==> src/rtl/md_issue_ctrl.sv <==
// md_issue_ctrl: pipeline-side initiator for the multiply/divide unit.
// Accepts decoded MD requests, issues one-cycle op pulses, and tracks MD latency with a
// shadow counter. It also returns mfhi/mflo results, counts stall cycles and flags
// protocol errors.
module md_issue_ctrl #(
   parameter int unsigned LAT_MULT    = 5,
   parameter int unsigned LAT_DIV     = 10,
   parameter int unsigned LAT_BDS     = 10,
   parameter int unsigned CNT_W       = 4,
   parameter int unsigned STALL_CNT_W = 16
) (
   input  logic                   clk,
   input  logic                   reset,
   input  logic                   req_valid,
   input  logic [3:0]             req_op,
   input  logic [31:0]            req_rs,
   input  logic [31:0]            req_rt,
   output logic                   req_ready,
   output logic                   stall,
   output logic [3:0]             md_op,
   output logic [31:0]            md_rs,
   output logic [31:0]            md_rt,
   input  logic                   md_busy,
   input  logic [31:0]            md_out,
   output logic                   res_valid,
   output logic [31:0]            res_data,
   output logic [STALL_CNT_W-1:0] stall_cnt,
   output logic                   sync_err,
   output logic                   op_err
);

   localparam logic [3:0] OpNone  = 4'd0;
   localparam logic [3:0] OpMult  = 4'd1;
   localparam logic [3:0] OpMultu = 4'd2;
   localparam logic [3:0] OpDiv   = 4'd3;
   localparam logic [3:0] OpDivu  = 4'd4;
   localparam logic [3:0] OpMfhi  = 4'd5;
   localparam logic [3:0] OpMflo  = 4'd6;
   localparam logic [3:0] OpBds   = 4'd9;

   typedef enum logic [1:0] {
      StIdle,
      StIssue,
      StWait
   } state_e;

   // Ops that keep MD busy for a latency window
   function automatic logic is_start(input logic [3:0] op);
      return (op == OpMult) || (op == OpMultu) || (op == OpDiv) ||
             (op == OpDivu) || (op == OpBds);
   endfunction

   function automatic logic [CNT_W-1:0] lat_of(input logic [3:0] op);
      logic [CNT_W-1:0] lat;
      lat = '0;
      if ((op == OpMult) || (op == OpMultu)) begin
         lat = CNT_W'(LAT_MULT);
      end else if ((op == OpDiv) || (op == OpDivu)) begin
         lat = CNT_W'(LAT_DIV);
      end else if (op == OpBds) begin
         lat = CNT_W'(LAT_BDS);
      end
      return lat;
   endfunction

   state_e                 state_q, state_d;
   logic [3:0]             md_op_q, md_op_d;
   logic [31:0]            md_rs_q, md_rs_d;
   logic [31:0]            md_rt_q, md_rt_d;
   logic [CNT_W-1:0]       shadow_q, shadow_d;
   logic                   res_valid_q, res_valid_d;
   logic [31:0]            res_data_q, res_data_d;
   logic [STALL_CNT_W-1:0] stall_cnt_q, stall_cnt_d;
   logic                   sync_err_q, sync_err_d;
   logic                   op_err_q, op_err_d;

   logic md_start;
   logic shadow_idle;
   logic accept;
   logic op_bad;
   logic issue_real;

   // Handshake: blocked while MD is busy, while the shadow counts, and in the gap cycle
   // right after a start-type issue before MD has raised busy.
   assign md_start    = is_start(md_op_q);
   assign shadow_idle = (shadow_q == '0);
   assign req_ready   = ~md_busy & shadow_idle & ~md_start;
   assign accept      = req_valid & req_ready;
   assign stall       = req_valid & ~req_ready;
   assign op_bad      = (req_op > OpBds);
   assign issue_real  = accept & ~op_bad & (req_op != OpNone);

   // Issue register next-state: one-cycle op pulse, operands hold between issues
   always_comb begin
      md_op_d  = OpNone;
      md_rs_d  = md_rs_q;
      md_rt_d  = md_rt_q;
      op_err_d = op_err_q;
      if (accept) begin
         md_rs_d = req_rs;
         md_rt_d = req_rt;
         if (op_bad) begin
            op_err_d = 1'b1;
         end else begin
            md_op_d = req_op;
         end
      end
   end

   // Shadow latency counter: load on the edge after a start-type pulse, else count down
   always_comb begin
      shadow_d = shadow_q;
      if (md_start) begin
         shadow_d = lat_of(md_op_q);
      end else if (!shadow_idle) begin
         shadow_d = shadow_q - CNT_W'(1);
      end
   end

   // Result capture, stall counting and MD/shadow consistency check
   always_comb begin
      res_valid_d = (md_op_q == OpMfhi) || (md_op_q == OpMflo);
      res_data_d  = res_valid_d ? md_out : res_data_q;
      sync_err_d  = sync_err_q | (md_busy != ~shadow_idle);
      stall_cnt_d = stall_cnt_q;
      if (stall && (stall_cnt_q != '1)) begin
         stall_cnt_d = stall_cnt_q + STALL_CNT_W'(1);
      end
   end

   // Issue FSM next-state
   always_comb begin
      state_d = state_q;
      unique case (state_q)
         StIdle: begin
            if (issue_real) begin
               state_d = StIssue;
            end
         end
         StIssue: begin
            if (md_start) begin
               state_d = StWait;
            end else if (issue_real) begin
               state_d = StIssue;
            end else begin
               state_d = StIdle;
            end
         end
         StWait: begin
            if (shadow_d == '0) begin
               state_d = StIdle;
            end
         end
         default: state_d = StIdle;
      endcase
   end

   // State registers; reset drops any op in flight
   always_ff @(posedge clk or negedge reset) begin
      if (!reset) begin
         state_q     <= StIdle;
         md_op_q     <= OpNone;
         md_rs_q     <= '0;
         md_rt_q     <= '0;
         shadow_q    <= '0;
         res_valid_q <= 1'b0;
         res_data_q  <= '0;
         stall_cnt_q <= '0;
         sync_err_q  <= 1'b0;
         op_err_q    <= 1'b0;
      end else begin
         state_q     <= state_d;
         md_op_q     <= md_op_d;
         md_rs_q     <= md_rs_d;
         md_rt_q     <= md_rt_d;
         shadow_q    <= shadow_d;
         res_valid_q <= res_valid_d;
         res_data_q  <= res_data_d;
         stall_cnt_q <= stall_cnt_d;
         sync_err_q  <= sync_err_d;
         op_err_q    <= op_err_d;
      end
   end

   assign md_op     = md_op_q;
   assign md_rs     = md_rs_q;
   assign md_rt     = md_rt_q;
   assign res_valid = res_valid_q;
   assign res_data  = res_data_q;
   assign stall_cnt = stall_cnt_q;
   assign sync_err  = sync_err_q;
   assign op_err    = op_err_q;

endmodule
==> config.mk <==
export PLATFORM = sky130hd
export DESIGN_NAME = md_issue_ctrl
export DESIGN_NICKNAME = d
export VERILOG_FILES = /design/src/rtl/md_issue_ctrl.sv
export SDC_FILE = /design/constraint.sdc
export NUM_CORES = 1
export LEC_CHECK = 0
export BUFFER_PORTS_ARGS = -buffer_cell sky130_fd_sc_hd__buf_4
export CORE_UTILIZATION = 47
export DETAILED_ROUTE_END_ITERATION = 8
export MAX_ROUTING_LAYER = met4
export PLACE_DENSITY = 0.79
export SYNTH_ARGS = -nofsm -noshare
export SYNTH_HDL_FRONTEND = slang
export SYNTH_SLANG_ARGS = --single-unit
==> constraint.sdc <==
create_clock -name clk -period 2.6 [get_ports clk]
set_input_delay 0 -clock clk [delete_from_list [all_inputs] [get_ports clk]]
set_output_delay 0 -clock clk [all_outputs]
set_load 0.01 [all_outputs]
==> reports/metrics.cfg <==
[setup_path]
slowest_delay_ns=0.45
arrival_ns=2.33
cp_max_fo=9
r2r_slack_ns=0.27
critical_path_class=reg -> out
cpMaxStageDelayCell=o41a_1
cp-end-kind=primary output
cp_cell_sequence=inv_1 -> ha_1 -> nor3b_1 -> ha_1 -> inv_1 -> o41a_1 -> buf_4
required_ns=2.60
start_kind=flop

[final_layout]
nets=783
nFillCells=520
final_cell_mix=buf_4, dfrtp_1, dlygate4sd3_1
layout.cells.non_filler=822
final_common_cell=buf_4
regArea_um2=3080
drive_gt1_share_pct=53.8
diodes=0
area_delta_synth_final_pct=68.9
multi_input_area_um2=1800

[synthesis]
synth_top_family_by_area=multiplexers
synth_cells=334
synth_mux_area_share_pct=22.8
synth_compound_area_share_pct=2.79
yosysWarnings=0
yosys.area_share.adder_pct=1.00
netlist-cell-type-count=37
synth_nets=442
synth.avg_cell_area_um2=14.9
synth_seq_cells=123
synthXorXnorAreaFrac_pct=2.64
mappedNetlistArea_um2=4980
ys_seq_area_share_pct=61.8
synth_simple_gate_area_share_pct=6.88

[pwr]
p_per_area_nw_per_um2=913
vdd_ir_drop_max_v=0.000646
netSwitchingPower_uw=2290
p_leak_uw=0.00422
pwr-share-comb_pct=33.0
swShare_pct=29.8
clockPowerShare_pct=28.7
intPower_uw=5390
seq_power_share_pct=38.2

[sta]
setup_violations=0
maxClockFrequency_mhz=429
finalClockSkew_ns=0.00774
timing.final.crit_share_pct=89.7
drv_slew=0
fin_crit_ns=2.33
relSlewSlack_pct=39.5
finalHoldViolCount=0
finalSetupTns_ns=0
worst_pin_slew_ns=0.908
rsz0062_at_grt=false

[global_routing]
grt_pass1_vias=4499
grt_pass1_wl_mm=23.9
gr-total-overflow=0
grt_usage_pct=29.7
grt_max_degree=72
antenna_found_initial=0

[drt]
avgViaCountPerCell=4.98
drc=0
drt_wl_total_mm=15.1
wl_per_cell_um=18.4
drt_iter0_drc=184
via_count=4092
first_pass_iters=4
ant_nets=0

[floorplanning]
dieArea_um2=11000
core_um2=10300
start_util_pct=48.3
die_width_um=105
rows=37
pin_count=225
die_h_um=105

[clock_network]
h-tree-depth=4
clockRootBuffer=clkbuf_8
clk_pin_slew_ns=0.06
cts_inserted_buffers=17
cts_num_sinks=123
cts_tree=yes
cts_buffer_depth=2
cts_resized=0
clk_latency_ns=0.51
post_cts_buffers=0

[hold_path]
hold_path_class=in -> async

[run_status]
outcome=finished, final reports clean

[job]
max_cap_violations=0

[placement]
dp_cells=688
hpwl_mm=8.64
port_buffers=224
place.gp.congestion=0.763

[flip-flops by register name, indices dropped and copies added, names as in the netlist]
name,flops
md_rt,32
shadow_q,4
md_rs,32
sync_err,1
op_err,1
res_data,32
stall_cnt,16
res_valid,1
md_op,4
[cell usage after synthesis (all sizes together)]
cell type,n,area share (%)
xor2,6,1.1
and4,1,0.20
o21ai,4,0.40
nand3,3,0.30
ha,4,1.0
nor4b,2,0.78
nor3b,6,1.2
nor2,14,1.1
o41a,1,0.23
mux2,98,23
nor3,3,0.30
nand3b,1,0.15
or2,2,0.25
o211ai,2,0.30
o31a,1,0.35
inv,7,0.53
or3,1,0.13
nor4,2,0.55
a41oi,2,0.35
buf,12,1.6
a21oi,6,0.60
nand4,6,0.75
o311a,1,0.23
mux2i,1,0.20
and3,1,0.13
nand2,12,0.95
nand2b,1,0.13
xnor2,9,1.6
o21bai,1,0.15
a211o,1,0.18
dfrtp,123,62
[area by class of cell]
class                           count  share of cell area, %
Sequential cell                   123                   36.6
Timing Repair Buffer              334                   33.2
Multi-Input combinational cell    192                   21.4
Clock buffer                       21                   5.34
Tap cell                          136                   2.02
Clock inverter                      9                   1.16
Inverter                            7                  0.312
[per-layer routing]
| layer | global-route usage (%) | vias up | share of wire [%] |
|---|---|---|---|
| li1 | - | 1860 | - |
| met1 | 31.5 | 2029 | 38 |
| met5 | - | - | 0 |
| met3 | 7.61 | 27 | 5.5 |
| met2 | 53.2 | 176 | 54 |
| met4 | 11.3 | 0 | 2.2 |
[critical path, delay by kind of cell (launching register included)]
family          cells  cell delay [ns]
flops               1             0.40
fa+ha+maj           2             0.36
buf+inv             3             0.37
compound gates      1             0.45
simple gates        1             0.25
[cells by family (layout without fill, tap and decap cells)]
logic type               Yosys count  in the layout
adder cells (fa/ha/maj)            4              4
flip-flops                       123            123
AND/OR/NAND/NOR                   55             55
AO/OA/AOI/OAI                     19             19
buffers and inverters             19            371
multiplexers                      99             99
XOR/XNOR                          15             15
[through the flow]
stage          cell area (um^2)  setup slack, ns  util (%)  power [uW]  hold WS, ns
2_1_floorplan              4980           0.0807         -        3990       -0.296
3_3_place_gp               6830            0.303      66.1        5180        0.162
3_5_place_dp               6830            0.236      66.1        5290        0.177
4_1_cts                    8420            0.115      81.5        7650        0.176
5_1_grt                    8420           0.0945      81.5        8040        0.215
6_report                   8420            0.269      81.5        7680        0.147
[power groups by stage]
| stage | logic [uW] | registers [uW] | clock network (uW) |
|---|---|---|---|
| after global placement | 2300 | 2880 | 0 |
| after detailed placement | 2370 | 2920 | 0 |
| after global routing | 2710 | 3000 | 2330 |
| after floorplan | 867 | 3120 | 0 |
| after CTS | 2510 | 2900 | 2230 |
| final | 2540 | 2940 | 2210 |
[final timing paths]
kind,start,to,cells past startpoint
setup / recovery,shadow_q[0],stall,7
hold / removal,reset,res_data[23],2
setup reg to reg,shadow_q[0],md_rs[15],9
hold reg to reg,sync_err,sync_err,1
max in group asynchronous,reset,md_rs[11],3
min in group clk,req_op[2],md_op[3],3
[repair_timing]
item,in CTS,in global routing
setup endpoints to repair,0,1
hold buffers,104,0
endpoints found under the hold margin,171,0
Power figures use the tool's default switching activity.
